`src/rtl/lcd_id_pkg.sv`:
```
// Shared constants for the LCD panel ID probe: panel ID codes, probe opcodes,
// expected match bytes, FSM state encodings and small lookup helpers.
package lcd_id_pkg;

    // Panel ID codes published on lcd_id
    localparam logic [15:0] LCD_ID_9341 = 16'h9341;
    localparam logic [15:0] LCD_ID_5310 = 16'h5310;
    localparam logic [15:0] LCD_ID_5510 = 16'h5510;
    localparam logic [15:0] LCD_ID_1963 = 16'h1963;
    localparam logic [15:0] LCD_ID_NONE = 16'h0000;

    // ID-read opcodes, one per probe, issued in this order
    localparam logic [15:0] OP_P0 = 16'h00D3;
    localparam logic [15:0] OP_P1 = 16'h00D4;
    localparam logic [15:0] OP_P2 = 16'hDB00;
    localparam logic [15:0] OP_P3 = 16'h00A1;

    // Number of parameter reads following each opcode
    localparam logic [2:0] NRD_P0 = 3'd4;
    localparam logic [2:0] NRD_P1 = 3'd4;
    localparam logic [2:0] NRD_P2 = 3'd1;
    localparam logic [2:0] NRD_P3 = 3'd5;

    // Match bytes (parameter bytes numbered from 1)
    localparam logic [7:0] P0_B3 = 8'h93;
    localparam logic [7:0] P0_B4 = 8'h41;
    localparam logic [7:0] P1_B3 = 8'h53;
    localparam logic [7:0] P1_B4 = 8'h10;
    localparam logic [7:0] P2_B1 = 8'h80;
    localparam logic [7:0] P3_B3 = 8'h61;
    localparam logic [7:0] P3_B4 = 8'h01;

    localparam logic [1:0] LAST_PROBE = 2'd3;

    // Probe sequencer states; ST_GAP is only reachable when retries are built in
    typedef enum logic [2:0] {
        ST_PWRUP  = 3'd0,
        ST_CMD_WR = 3'd1,
        ST_RD     = 3'd2,
        ST_EVAL   = 3'd3,
        ST_GAP    = 3'd4,
        ST_DONE   = 3'd5
    } probe_state_t;

    // Single bus-cycle engine states
    typedef enum logic [2:0] {
        XF_IDLE  = 3'd0,
        XF_WLOW  = 3'd1,
        XF_WHIGH = 3'd2,
        XF_RLOW  = 3'd3,
        XF_RHIGH = 3'd4
    } xfer_state_t;

    function automatic logic [15:0] probe_opcode(input logic [1:0] p);
        case (p)
            2'd0:    return OP_P0;
            2'd1:    return OP_P1;
            2'd2:    return OP_P2;
            default: return OP_P3;
        endcase
    endfunction

    function automatic logic [2:0] probe_reads(input logic [1:0] p);
        case (p)
            2'd0:    return NRD_P0;
            2'd1:    return NRD_P1;
            2'd2:    return NRD_P2;
            default: return NRD_P3;
        endcase
    endfunction

    function automatic logic [15:0] probe_code(input logic [1:0] p);
        case (p)
            2'd0:    return LCD_ID_9341;
            2'd1:    return LCD_ID_5310;
            2'd2:    return LCD_ID_5510;
            default: return LCD_ID_1963;
        endcase
    endfunction

    // True when the captured bytes identify the panel targeted by probe p
    function automatic logic probe_match(input logic [1:0] p, input logic [7:0] b1,
                                         input logic [7:0] b3, input logic [7:0] b4);
        case (p)
            2'd0:    return (b3 == P0_B3) && (b4 == P0_B4);
            2'd1:    return (b3 == P1_B3) && (b4 == P1_B4);
            2'd2:    return (b1 == P2_B1);
            default: return (b3 == P3_B3) && (b4 == P3_B4);
        endcase
    endfunction

endpackage

```
`src/rtl/lcd_id_reader_if.sv`:
```
// 8080-style 16-bit LCD bus. master = the controller driving strobes,
// slave = the panel (or its model) driving the read data.
interface lcd_id_reader_if;
    logic [15:0] lcd_data_in;
    logic [15:0] lcd_data_out;
    logic        lcd_data_oe;
    logic        lcd_cs_n;
    logic        lcd_rs;
    logic        lcd_wr_n;
    logic        lcd_rd_n;

    modport master (
        input  lcd_data_in,
        output lcd_data_out,
        output lcd_data_oe,
        output lcd_cs_n,
        output lcd_rs,
        output lcd_wr_n,
        output lcd_rd_n
    );

    modport slave (
        output lcd_data_in,
        input  lcd_data_out,
        input  lcd_data_oe,
        input  lcd_cs_n,
        input  lcd_rs,
        input  lcd_wr_n,
        input  lcd_rd_n
    );
endinterface

```
`src/rtl/lcd_8080_xfer.sv`:
```
// One 8080 bus cycle: a write (wr_n low/high with data driven) or a read
// (rd_n low/high with the low data byte captured on the last low cycle).
// start is accepted only while idle; done pulses in the last high cycle.
module lcd_8080_xfer
    import lcd_id_pkg::*;
#(
    parameter int WR_LOW_CYC  = 2,
    parameter int WR_HIGH_CYC = 2,
    parameter int RD_LOW_CYC  = 10,
    parameter int RD_HIGH_CYC = 5
) (
    input  logic        clk_50m,
    input  logic        rst_n,
    input  logic        start,
    input  logic        rnw,
    input  logic [15:0] wdata,
    output logic        done,
    output logic [7:0]  rdata,
    output logic        wr_n,
    output logic        rd_n,
    output logic        data_oe,
    output logic [15:0] data_out,
    input  logic [7:0]  data_in
);

    localparam int MAX_AB  = (WR_LOW_CYC > WR_HIGH_CYC) ? WR_LOW_CYC : WR_HIGH_CYC;
    localparam int MAX_CD  = (RD_LOW_CYC > RD_HIGH_CYC) ? RD_LOW_CYC : RD_HIGH_CYC;
    localparam int MAX_CYC = (MAX_AB > MAX_CD) ? MAX_AB : MAX_CD;
    localparam int CNT_W   = $clog2(MAX_CYC) + 1;

    localparam logic [CNT_W-1:0] WL_LAST = CNT_W'(WR_LOW_CYC - 1);
    localparam logic [CNT_W-1:0] WH_LAST = CNT_W'(WR_HIGH_CYC - 1);
    localparam logic [CNT_W-1:0] RL_LAST = CNT_W'(RD_LOW_CYC - 1);
    localparam logic [CNT_W-1:0] RH_LAST = CNT_W'(RD_HIGH_CYC - 1);

    xfer_state_t      state_reg, state_next;
    logic [CNT_W-1:0] cnt_reg, cnt_next;
    logic             wr_n_reg, rd_n_reg, oe_reg, oe_next;
    logic [15:0]      data_out_reg;
    logic [7:0]       rdata_reg;

    // Phase sequencing: the cycle counter restarts at every phase entry
    always_comb begin
        state_next = state_reg;
        cnt_next   = cnt_reg + 1'b1;
        done       = 1'b0;
        case (state_reg)
            XF_IDLE: begin
                cnt_next = '0;
                if (start) begin
                    state_next = rnw ? XF_RLOW : XF_WLOW;
                end
            end
            XF_WLOW: begin
                if (cnt_reg == WL_LAST) begin
                    state_next = XF_WHIGH;
                    cnt_next   = '0;
                end
            end
            XF_WHIGH: begin
                if (cnt_reg == WH_LAST) begin
                    state_next = XF_IDLE;
                    cnt_next   = '0;
                    done       = 1'b1;
                end
            end
            XF_RLOW: begin
                if (cnt_reg == RL_LAST) begin
                    state_next = XF_RHIGH;
                    cnt_next   = '0;
                end
            end
            XF_RHIGH: begin
                if (cnt_reg == RH_LAST) begin
                    state_next = XF_IDLE;
                    cnt_next   = '0;
                    done       = 1'b1;
                end
            end
            default: begin
                state_next = XF_IDLE;
                cnt_next   = '0;
            end
        endcase
        // Keep driving through the first high cycle so data holds past the wr_n rising edge
        oe_next = (state_next == XF_WLOW) ||
                  ((state_reg == XF_WLOW) && (state_next == XF_WHIGH));
    end

    // State and counter registers; reset drops every strobe immediately
    always_ff @(posedge clk_50m or negedge rst_n) begin
        if (!rst_n) begin
            state_reg <= XF_IDLE;
            cnt_reg   <= '0;
        end else begin
            state_reg <= state_next;
            cnt_reg   <= cnt_next;
        end
    end

    // Registered pad outputs derived from the upcoming phase, plus read capture
    always_ff @(posedge clk_50m or negedge rst_n) begin
        if (!rst_n) begin
            wr_n_reg     <= 1'b1;
            rd_n_reg     <= 1'b1;
            oe_reg       <= 1'b0;
            data_out_reg <= '0;
            rdata_reg    <= '0;
        end else begin
            wr_n_reg <= (state_next != XF_WLOW);
            rd_n_reg <= (state_next != XF_RLOW);
            oe_reg   <= oe_next;
            if ((state_reg == XF_IDLE) && start && !rnw) begin
                data_out_reg <= wdata;
            end else if (!oe_next) begin
                data_out_reg <= '0;
            end
            if ((state_reg == XF_RLOW) && (cnt_reg == RL_LAST)) begin
                rdata_reg <= data_in;
            end
        end
    end

    assign wr_n     = wr_n_reg;
    assign rd_n     = rd_n_reg;
    assign data_oe  = oe_reg;
    assign data_out = data_out_reg;
    assign rdata    = rdata_reg;

endmodule

```
`src/rtl/lcd_id_reader.sv`:
```
// Power-up LCD panel identification. Waits PWRUP_CYC cycles, then runs the
// probe sequence (0xD3, 0xD4, 0xDB00, 0xA1), matches the returned parameter
// bytes and publishes lcd_id / id_valid / id_err. The bus is released once
// id_valid is set. Build option LCD_ID_RETRY_EN repeats the whole pass up to
// RETRY_MAX times before reporting failure.
module lcd_id_reader
    import lcd_id_pkg::*;
#(
    parameter int PWRUP_CYC   = 2_500_000,
    parameter int WR_LOW_CYC  = 2,
    parameter int WR_HIGH_CYC = 2,
    parameter int RD_LOW_CYC  = 10,
    parameter int RD_HIGH_CYC = 5
`ifdef LCD_ID_RETRY_EN
    ,
    parameter int RETRY_MAX   = 3
`endif
) (
    input  logic                   clk_50m,
    input  logic                   rst_n,
    lcd_id_reader_if.master        bus,
    output logic [15:0]            lcd_id,
    output logic                   id_valid,
    output logic                   id_err
);

    localparam int WAIT_MAX = (PWRUP_CYC > WR_HIGH_CYC) ? PWRUP_CYC : WR_HIGH_CYC;
    localparam int WAIT_W   = $clog2(WAIT_MAX) + 1;
    localparam logic [WAIT_W-1:0] PW_LAST = WAIT_W'(PWRUP_CYC - 1);
`ifdef LCD_ID_RETRY_EN
    localparam logic [WAIT_W-1:0] GAP_LAST  = WAIT_W'(WR_HIGH_CYC - 1);
    localparam int                PASS_W    = $clog2(RETRY_MAX) + 1;
    localparam logic [PASS_W-1:0] PASS_LAST = PASS_W'(RETRY_MAX - 1);
`endif

    probe_state_t      state_reg, state_next;
    logic [WAIT_W-1:0] wait_cnt_reg, wait_cnt_next;
    logic [1:0]        probe_reg, probe_next;
    logic [2:0]        rd_idx_reg, rd_idx_next;
    logic              issued_reg, issued_next;
    logic [7:0]        b1_reg, b1_next, b3_reg, b3_next, b4_reg, b4_next;
    logic [15:0]       id_reg, id_next;
    logic              valid_reg, valid_next, err_reg, err_next;
    logic              cs_n_reg, rs_reg;
`ifdef LCD_ID_RETRY_EN
    logic [PASS_W-1:0] pass_reg, pass_next;
`endif

    logic              xfer_start, xfer_rnw, xfer_done;
    logic [7:0]        xfer_rdata;

    // Only the low data byte carries ID parameters
    logic unused_data_hi;
    assign unused_data_hi = ^bus.lcd_data_in[15:8];

    lcd_8080_xfer #(
        .WR_LOW_CYC  (WR_LOW_CYC),
        .WR_HIGH_CYC (WR_HIGH_CYC),
        .RD_LOW_CYC  (RD_LOW_CYC),
        .RD_HIGH_CYC (RD_HIGH_CYC)
    ) u_xfer (
        .clk_50m  (clk_50m),
        .rst_n    (rst_n),
        .start    (xfer_start),
        .rnw      (xfer_rnw),
        .wdata    (probe_opcode(probe_reg)),
        .done     (xfer_done),
        .rdata    (xfer_rdata),
        .wr_n     (bus.lcd_wr_n),
        .rd_n     (bus.lcd_rd_n),
        .data_oe  (bus.lcd_data_oe),
        .data_out (bus.lcd_data_out),
        .data_in  (bus.lcd_data_in[7:0])
    );

    // Probe sequencer: next state, read bookkeeping, match and result latching
    always_comb begin
        state_next    = state_reg;
        wait_cnt_next = wait_cnt_reg + 1'b1;
        probe_next    = probe_reg;
        rd_idx_next   = rd_idx_reg;
        issued_next   = issued_reg;
        b1_next       = b1_reg;
        b3_next       = b3_reg;
        b4_next       = b4_reg;
        id_next       = id_reg;
        valid_next    = valid_reg;
        err_next      = err_reg;
        xfer_start    = 1'b0;
        xfer_rnw      = 1'b0;
`ifdef LCD_ID_RETRY_EN
        pass_next     = pass_reg;
`endif
        case (state_reg)
            ST_PWRUP: begin
                if (wait_cnt_reg == PW_LAST) begin
                    state_next    = ST_CMD_WR;
                    wait_cnt_next = '0;
                end
            end
            ST_CMD_WR: begin
                wait_cnt_next = '0;
                xfer_start    = !issued_reg;
                if (!issued_reg) begin
                    issued_next = 1'b1;
                end
                if (xfer_done) begin
                    issued_next = 1'b0;
                    rd_idx_next = '0;
                    state_next  = ST_RD;
                end
            end
            ST_RD: begin
                wait_cnt_next = '0;
                xfer_start    = !issued_reg;
                xfer_rnw      = 1'b1;
                if (!issued_reg) begin
                    issued_next = 1'b1;
                end
                if (xfer_done) begin
                    issued_next = 1'b0;
                    case (rd_idx_reg)
                        3'd0:    b1_next = xfer_rdata;
                        3'd2:    b3_next = xfer_rdata;
                        3'd3:    b4_next = xfer_rdata;
                        default: ;
                    endcase
                    if (rd_idx_reg == probe_reads(probe_reg) - 3'd1) begin
                        state_next = ST_EVAL;
                    end else begin
                        rd_idx_next = rd_idx_reg + 3'd1;
                    end
                end
            end
            ST_EVAL: begin
                wait_cnt_next = '0;
                b1_next       = '0;
                b3_next       = '0;
                b4_next       = '0;
                if (probe_match(probe_reg, b1_reg, b3_reg, b4_reg)) begin
                    id_next    = probe_code(probe_reg);
                    valid_next = 1'b1;
                    state_next = ST_DONE;
                end else if (probe_reg != LAST_PROBE) begin
                    probe_next = probe_reg + 2'd1;
                    state_next = ST_CMD_WR;
                end else begin
`ifdef LCD_ID_RETRY_EN
                    if (pass_reg == PASS_LAST) begin
                        id_next    = LCD_ID_NONE;
                        valid_next = 1'b1;
                        err_next   = 1'b1;
                        state_next = ST_DONE;
                    end else begin
                        pass_next  = pass_reg + 1'b1;
                        probe_next = '0;
                        state_next = ST_GAP;
                    end
`else
                    id_next    = LCD_ID_NONE;
                    valid_next = 1'b1;
                    err_next   = 1'b1;
                    state_next = ST_DONE;
`endif
                end
            end
`ifdef LCD_ID_RETRY_EN
            ST_GAP: begin
                if (wait_cnt_reg == GAP_LAST) begin
                    wait_cnt_next = '0;
                    state_next    = ST_CMD_WR;
                end
            end
`endif
            ST_DONE: begin
                wait_cnt_next = '0;
            end
            default: begin
                wait_cnt_next = '0;
                state_next    = ST_PWRUP;
            end
        endcase
    end

    // Sequencer state and result registers
    always_ff @(posedge clk_50m or negedge rst_n) begin
        if (!rst_n) begin
            state_reg    <= ST_PWRUP;
            wait_cnt_reg <= '0;
            probe_reg    <= '0;
            rd_idx_reg   <= '0;
            issued_reg   <= 1'b0;
            b1_reg       <= '0;
            b3_reg       <= '0;
            b4_reg       <= '0;
            id_reg       <= LCD_ID_NONE;
            valid_reg    <= 1'b0;
            err_reg      <= 1'b0;
        end else begin
            state_reg    <= state_next;
            wait_cnt_reg <= wait_cnt_next;
            probe_reg    <= probe_next;
            rd_idx_reg   <= rd_idx_next;
            issued_reg   <= issued_next;
            b1_reg       <= b1_next;
            b3_reg       <= b3_next;
            b4_reg       <= b4_next;
            id_reg       <= id_next;
            valid_reg    <= valid_next;
            err_reg      <= err_next;
        end
    end

`ifdef LCD_ID_RETRY_EN
    // Count completed probe passes
    always_ff @(posedge clk_50m or negedge rst_n) begin
        if (!rst_n) begin
            pass_reg <= '0;
        end else begin
            pass_reg <= pass_next;
        end
    end
`endif

    // Chip select spans a whole probe pass; rs is low only for the opcode write
    always_ff @(posedge clk_50m or negedge rst_n) begin
        if (!rst_n) begin
            cs_n_reg <= 1'b1;
            rs_reg   <= 1'b1;
        end else begin
            cs_n_reg <= !(state_next inside {ST_CMD_WR, ST_RD, ST_EVAL});
            rs_reg   <= (state_next != ST_CMD_WR);
        end
    end

    assign bus.lcd_cs_n = cs_n_reg;
    assign bus.lcd_rs   = rs_reg;
    assign lcd_id       = id_reg;
    assign id_valid     = valid_reg;
    assign id_err       = err_reg;

endmodule

```
`src/flat_wrapper.sv`:
```
// flat-port wrapper written by rule: the top's interface ports become plain ports
module lcd_id_reader_flat import lcd_id_pkg::*;
#(
    parameter int PWRUP_CYC   = 2_500_000,
    parameter int WR_LOW_CYC  = 2,
    parameter int WR_HIGH_CYC = 2,
    parameter int RD_LOW_CYC  = 10,
    parameter int RD_HIGH_CYC = 5

)
  (clk_50m, rst_n, lcd_id, id_valid, id_err, bus_lcd_data_in, bus_lcd_data_out, bus_lcd_data_oe, bus_lcd_cs_n, bus_lcd_rs, bus_lcd_wr_n, bus_lcd_rd_n);
  lcd_id_reader_if bus_i ();
  input  logic clk_50m;
  input  logic rst_n;
  output logic [15:0] lcd_id;
  output logic id_valid;
  output logic id_err;
  input wire logic [$bits(bus_i.lcd_data_in)-1:0] bus_lcd_data_in;
  output wire logic [$bits(bus_i.lcd_data_out)-1:0] bus_lcd_data_out;
  output wire logic [$bits(bus_i.lcd_data_oe)-1:0] bus_lcd_data_oe;
  output wire logic [$bits(bus_i.lcd_cs_n)-1:0] bus_lcd_cs_n;
  output wire logic [$bits(bus_i.lcd_rs)-1:0] bus_lcd_rs;
  output wire logic [$bits(bus_i.lcd_wr_n)-1:0] bus_lcd_wr_n;
  output wire logic [$bits(bus_i.lcd_rd_n)-1:0] bus_lcd_rd_n;
  assign bus_i.lcd_data_in = bus_lcd_data_in;
  assign bus_lcd_data_out = bus_i.lcd_data_out;
  assign bus_lcd_data_oe = bus_i.lcd_data_oe;
  assign bus_lcd_cs_n = bus_i.lcd_cs_n;
  assign bus_lcd_rs = bus_i.lcd_rs;
  assign bus_lcd_wr_n = bus_i.lcd_wr_n;
  assign bus_lcd_rd_n = bus_i.lcd_rd_n;
  lcd_id_reader #(.PWRUP_CYC(PWRUP_CYC), .WR_LOW_CYC(WR_LOW_CYC), .WR_HIGH_CYC(WR_HIGH_CYC), .RD_LOW_CYC(RD_LOW_CYC), .RD_HIGH_CYC(RD_HIGH_CYC)) u_core (.clk_50m(clk_50m), .rst_n(rst_n), .bus(bus_i), .lcd_id(lcd_id), .id_valid(id_valid), .id_err(id_err));
endmodule
```
`config.mk`:
```
export PLATFORM = sky130hd
export DESIGN_NAME = lcd_id_reader_flat
export DESIGN_NICKNAME = d
export VERILOG_FILES = /design/src/rtl/lcd_id_pkg.sv /design/src/rtl/lcd_id_reader_if.sv /design/src/rtl/lcd_8080_xfer.sv /design/src/rtl/lcd_id_reader.sv /design/src/flat_wrapper.sv
export SDC_FILE = /design/constraint.sdc
export NUM_CORES = 1
export LEC_CHECK = 0
export CORE_AREA = 2 2 110 112
export DETAILED_ROUTE_END_ITERATION = 8
export DIE_AREA = 0 0 112 114
export PLACE_DENSITY_LB_ADDON = 0.08
export SLEW_MARGIN = 10
export SYNTH_ARGS = -nofsm -noshare
export SYNTH_HDL_FRONTEND = slang
export SYNTH_SLANG_ARGS = --single-unit
```
`constraint.sdc`:
```
create_clock -name clk_50m -period 2.9 [get_ports clk_50m]
set_input_delay 0.725 -clock clk_50m [delete_from_list [all_inputs] [get_ports clk_50m]]
set_output_delay 0.725 -clock clk_50m [all_outputs]
set_load 0.05 [all_outputs]
```
[After elaboration in Yosys (flattened, before gate mapping)]
Cells that the tools add are included.
Storage, ports and cells
  register bits after elaboration: 111
  input bits: 18
  output and inout port bits: 39
  word-level logic and storage cells: 148
Operators by class
  add/subtract/negate cells: 5
  equality and inequality tests: 41
  multiplexer cells: 52
  bitwise operators: 2
  reduce and logical (&&, ||, !) cells: 28
Operators with widths (count)
  $pmux 16 s3: 2
  $mux 16: 4
  $mux 3: 16
  $mux 8: 6
  $pmux 8 s2: 3
  $mux 23: 2
  $pmux 3 s5: 2
  $eq 3x2->1 const B: 9
  $eq 8x7->1 const B: 3
  $add 23x1->23 const B: 1
  $eq 23x22->1 const B: 1
  $eq 8x8->1 const B: 2
  $mux 5: 3
  $pmux 5 s3: 1
  $reduce_and 3->1: 5
  $ne 2x2->1 const B: 7
  $eq 3x1->1 const B: 4
  $pmux 3 s2: 2
  $logic_not 3->1: 3
  $eq 8x1->1 const B: 1
  $eq 8x5->1 const B: 1
  $mux 1: 8
  $logic_and 1x1->1: 7
  $eq 3x3->1 const B: 2
  25 further kinds: 33

[Longest topological paths before layout]
  depth after elaboration: 13
  mapped depth: 8
  mapped depth without buffers: 7

[Hierarchy]
Synthesis repeated with hierarchy kept, for this count alone.
Unflattened totals
  cell total of the unflattened synthesis: 469
  area, all modules: 4882.2 sq um
Modules (own cells, without submodules)
  lcd_id_reader: times used 1, cells each 348, area each 3378.2 sq um, sequential area each 1679.1 sq um
  lcd_8080_xfer: times used 1, cells each 121, area each 1503.9 sq um, sequential area each 878.3 sq um

[Worst setup path before layout]
No wires, ideal clock.
  path type: register to register
  start point: reg u_core.probe_reg[0]
  end point: reg u_core.rd_idx_reg[0]
  library setup time: 125 ps
  arrival: 1922 ps
  data required time: 2775 ps
  slack: 853 ps
  stages on the path, launching flop included: 8
  path buffers: 0
  clock period less this slack: 2047 ps
  path through: dfrtp_1 -> inv_1 -> ha_1 -> o21bai_1 -> mux2i_1 -> o21ai_0 -> a211oi_2 -> mux2_2
Between the ends
  longest elaborated chain between the ends: 9
  elaborated cells on any way between the ends: 11
  classes of those cells: add/sub (1); eq/ne (4); mux (3); reduce/logical (3)
RTL lines
  start, declared: RTL line lcd_id_reader.sv:38  | logic [1:0] probe_reg, probe_next;
  start signal, assigned: RTL line lcd_id_reader.sv:202  | probe_reg <= probe_next;
  $eq 2x1->1 or $logic_not 2->1 (tied branches): RTL line lcd_id_pkg.sv:64  | case (p)
  $reduce_or 2->1 (no line)
  $pmux 3 s2 *: RTL line lcd_id_pkg.sv:64
  $mux 3 *: RTL line lcd_id_reader.sv:120  | if (xfer_done) begin
  $mux 3 *: RTL line lcd_id_reader.sv:94  | case (state_reg)
  $sub 3x1->3 *: RTL line lcd_id_reader.sv:128  | if (rd_idx_reg == probe_reads(probe_reg) - 3'd1) begin
  $eq 3x3->1 *: RTL line lcd_id_reader.sv:128
  $ne 2x2->1 (no line) *
  $reduce_and 4->1 (no line) *
  end signal, assigned: RTL line lcd_id_reader.sv:203  | rd_idx_reg <= rd_idx_next;
  end, declared: RTL line lcd_id_reader.sv:39  | logic [2:0] rd_idx_reg, rd_idx_next;
Mark *: on every way between the ends. The rest lies on a longest branch, timed or not. The select of a mux whose other input is x is not followed.
A chain may end at the register's enable or synchronous reset.

[Worst setup path in the final report]
  start point: reg u_core.rs_reg (netlist: u_core.bus.lcd_rs)
  end point: out bus_lcd_rs
RTL lines
  start, declared: RTL line lcd_id_reader.sv:44  | logic cs_n_reg, rs_reg;
  start signal, assigned: RTL line lcd_id_reader.sv:232  | rs_reg <= (state_next != ST_CMD_WR);
  end, declared: RTL line flat_wrapper.sv:22  | output wire logic [$bits(bus_i.lcd_rs)-1:0] bus_lcd_rs;
No word-level cell between the ends.

==> metrics <==
Pwr Total=2.56 mW; Max VDD drop=0.279 mV; max-cap violations=0; 1st-iter DRT viols=179; global-route wire length before repair=around 16000 um; Die Ht=between 100 and 150 um; count of cell types in the netlist=62; asr flop ratio synth=1.00; Horiz. Die Dim=roughly 110 um; Fill cells=1134; critical path's slowest cell=clkdlybuf4s50_1; startpoint types=flop; Clock Skews=0.00834 ns; Clk Latency, worst-skew pair=0.34 ns; Worst Path Max Fanout=1; largest net degree at the start of global routing=94; vias in the first global route=3174; PortBufs=41; die area=between 10000 and 15000 um^2; synthesized instance count=452; layout cell share with drive strength beyond 1=0.0992; synth warn=0; fmax=around 0.42 GHz; HPWL after DPL=6480 um; Worst-path clk slew=0.07 ns; post-synthesis register bit count=93; Syn Area/Cell=10.5 um^2; post-synth top area cell=dfrtp_1; CP cell instances=clkdlybuf4s50_1; final setup TNS=0 ns; CTS tree=done; most common cell in the netlist=dfrtp_1; worst path bufs/invs=1; nets=512; Root Buffer=clkbuf_16; I/O pin total=57; Post-synth EDFFs=0; CP Class=flop to output pin; ys flop type=dfrtp_1; Max Root-Sink Buffers=2; Yosys top cell area share=0.470; post-cts resize count=0; Area Overhead vs Synth=15.5%; Routed wire per std cell=14.8 um; status=completed; delay-heaviest family, CP=buffers and inverters; Static Leakage=2.55 nW; CP startpoint=u_core.bus.lcd_rs$_DFF_PN1_; vias=3215; slowest stage delay, CP=approximately 0.8 ns; HP Class=input port to asynchronous set/reset pin; Synth Cell Area=4740 um^2; crit path DAT=1.65 ns; max-slew violation count=0; most instantiated cells after synthesis=dfrtp_1, nor2_1, nand2_1; RSZ-0062 raised after global routing=false; Sink Count=93; Slew Limit Headroom=0.543; number of CTS-inserted buffers=9; endpoint class of the critical path=output pin; Critical R2R Launch=u_core.probe_reg[0]$_DFFE_PN0P_; Worst-Margin Slew=a little under 0.7 ns; Fin. Hold Viols=0; post-route ant nets=0; # diodes=0; DR pass1 iterations=6; register area share after synthesis=0.492; CTS hold repair buffers=0; FP Rows=40; PwrDens=467 nW/um^2; synth top area cells=dfrtp_1, mux2i_1, nor2_1, ha_1, xnor2_1; Critical Path RT=~2.2 ns; CTS H-tree depth=3; max FFs per register=23; Via density=roughly 5; Total GRT Usage=0.159; gr ovfl total=0; core box area=11700 um^2; drt drc=0; initial core utilization=0.404; GPL Wtd Cong=0.766; initial antenna violation count=0; Post-Route WL=9310 um; post-CTS setup repair buffer count=0; Setup violations, final=0; minimum clock period after layout=2.37 ns; Final period util=0.818
-- worst paths after layout --
path / end / slack, ns / cells after the start
max: bus_lcd_rs / 0.53 / 1
min: u_core.u_xfer.cnt_reg[3]$_DFF_PN0_ / 0.39 / 2
max reg2reg: u_core.rd_idx_reg[0]$_DFFE_PN0P_ / 0.56 / 7
min reg2reg: u_core.id_valid$_DFFE_PN0P_ / 0.47 / 1
max in group asynchronous: u_core.u_xfer.wr_n$_DFF_PN1_ / 2.07 / 2
min in group clk_50m: u_core.id_valid$_DFFE_PN0P_ / 0.47 / 1
-- worst reg2reg max path, delay by kind of cell, from the launching register on --
kind | cells | cell delay [ns]
compound gates | 3 | 0.72
mux | 2 | 0.62
flops | 1 | 0.47
fa+ha+maj | 1 | 0.28
buf+inv | 1 | 0.12
-- metal layers --
layer	wire, um	vias to the layer above	track usage
met5	0	-	0
met4	184	0	0.0659
met3	307	12	0.0250
met2	4290	55	0.246
met1	4520	1568	0.223
li1	-	1580	-
-- kinds of logic after synthesis --
| group | count (synthesis) | synth area share |
|---|---|---|
| buffers and inverters | 54 | 0.0613 |
| AO/OA/AOI/OAI | 46 | 0.0708 |
| multiplexers | 37 | 0.0811 |
| adder cells (fa/ha/maj) | 15 | 0.0396 |
| other | 1 | 0.000792 |
| flip-flops | 93 | 0.492 |
| XOR/XNOR | 27 | 0.0499 |
| AND/OR/NAND/NOR | 179 | 0.204 |
-- cells in the final DEF, fill, tap and decap left out, types with 4 or more instances in the layout --
| cell type | count |
|---|---|
| nand3_1 | 10 |
| mux2i_1 | 26 |
| mux2_2 | 11 |
| nor4_1 | 7 |
| nor2b_1 | 8 |
| nor3_1 | 11 |
| nand4_1 | 7 |
| a21oi_1 | 7 |
| nand2_1 | 29 |
| clkdlybuf4s50_1 | 40 |
| dfstp_2 | 4 |
| dfrtp_1 | 89 |
| clkbuf_16 | 9 |
| ha_1 | 15 |
| xor2_1 | 9 |
| conb_1 | 7 |
| inv_1 | 21 |
| o21ai_0 | 9 |
| a22o_1 | 5 |
| xnor2_1 | 18 |
| o2bb2ai_1 | 4 |
| nor2_1 | 67 |
| nand2b_1 | 6 |
-- power by group --
group | internal, mW | switching [mW]
Combinational | 0.0130 | 0.0454
Sequential | 1.30 | 0
Clock | 0.679 | 0.523
-- through the flow --
step	worst slack (ns)	cells	hold slack, ns	utilization	area (um^2)
floorplan	0.853	458	0.429	-	4760
global placement	0.595	615	0.458	0.441	5170
detailed placement	0.558	615	0.463	0.441	5170
CTS	0.508	631	0.451	0.467	5470
global route	0.360	631	0.478	0.467	5470
finish	0.528	631	0.391	0.467	5470
-- cell type report --
class	count	area [um^2]	area share
clock buffer	9	225	0.0412
clock inverter	7	80.1	0.0146
inverter	21	78.8	0.0144
multi-input combinational	311	2140	0.390
sequential	93	2330	0.426
tap	147	184	0.0336
timing repair buffer	43	435	0.0796
Power figures use the tool's default switching activity.
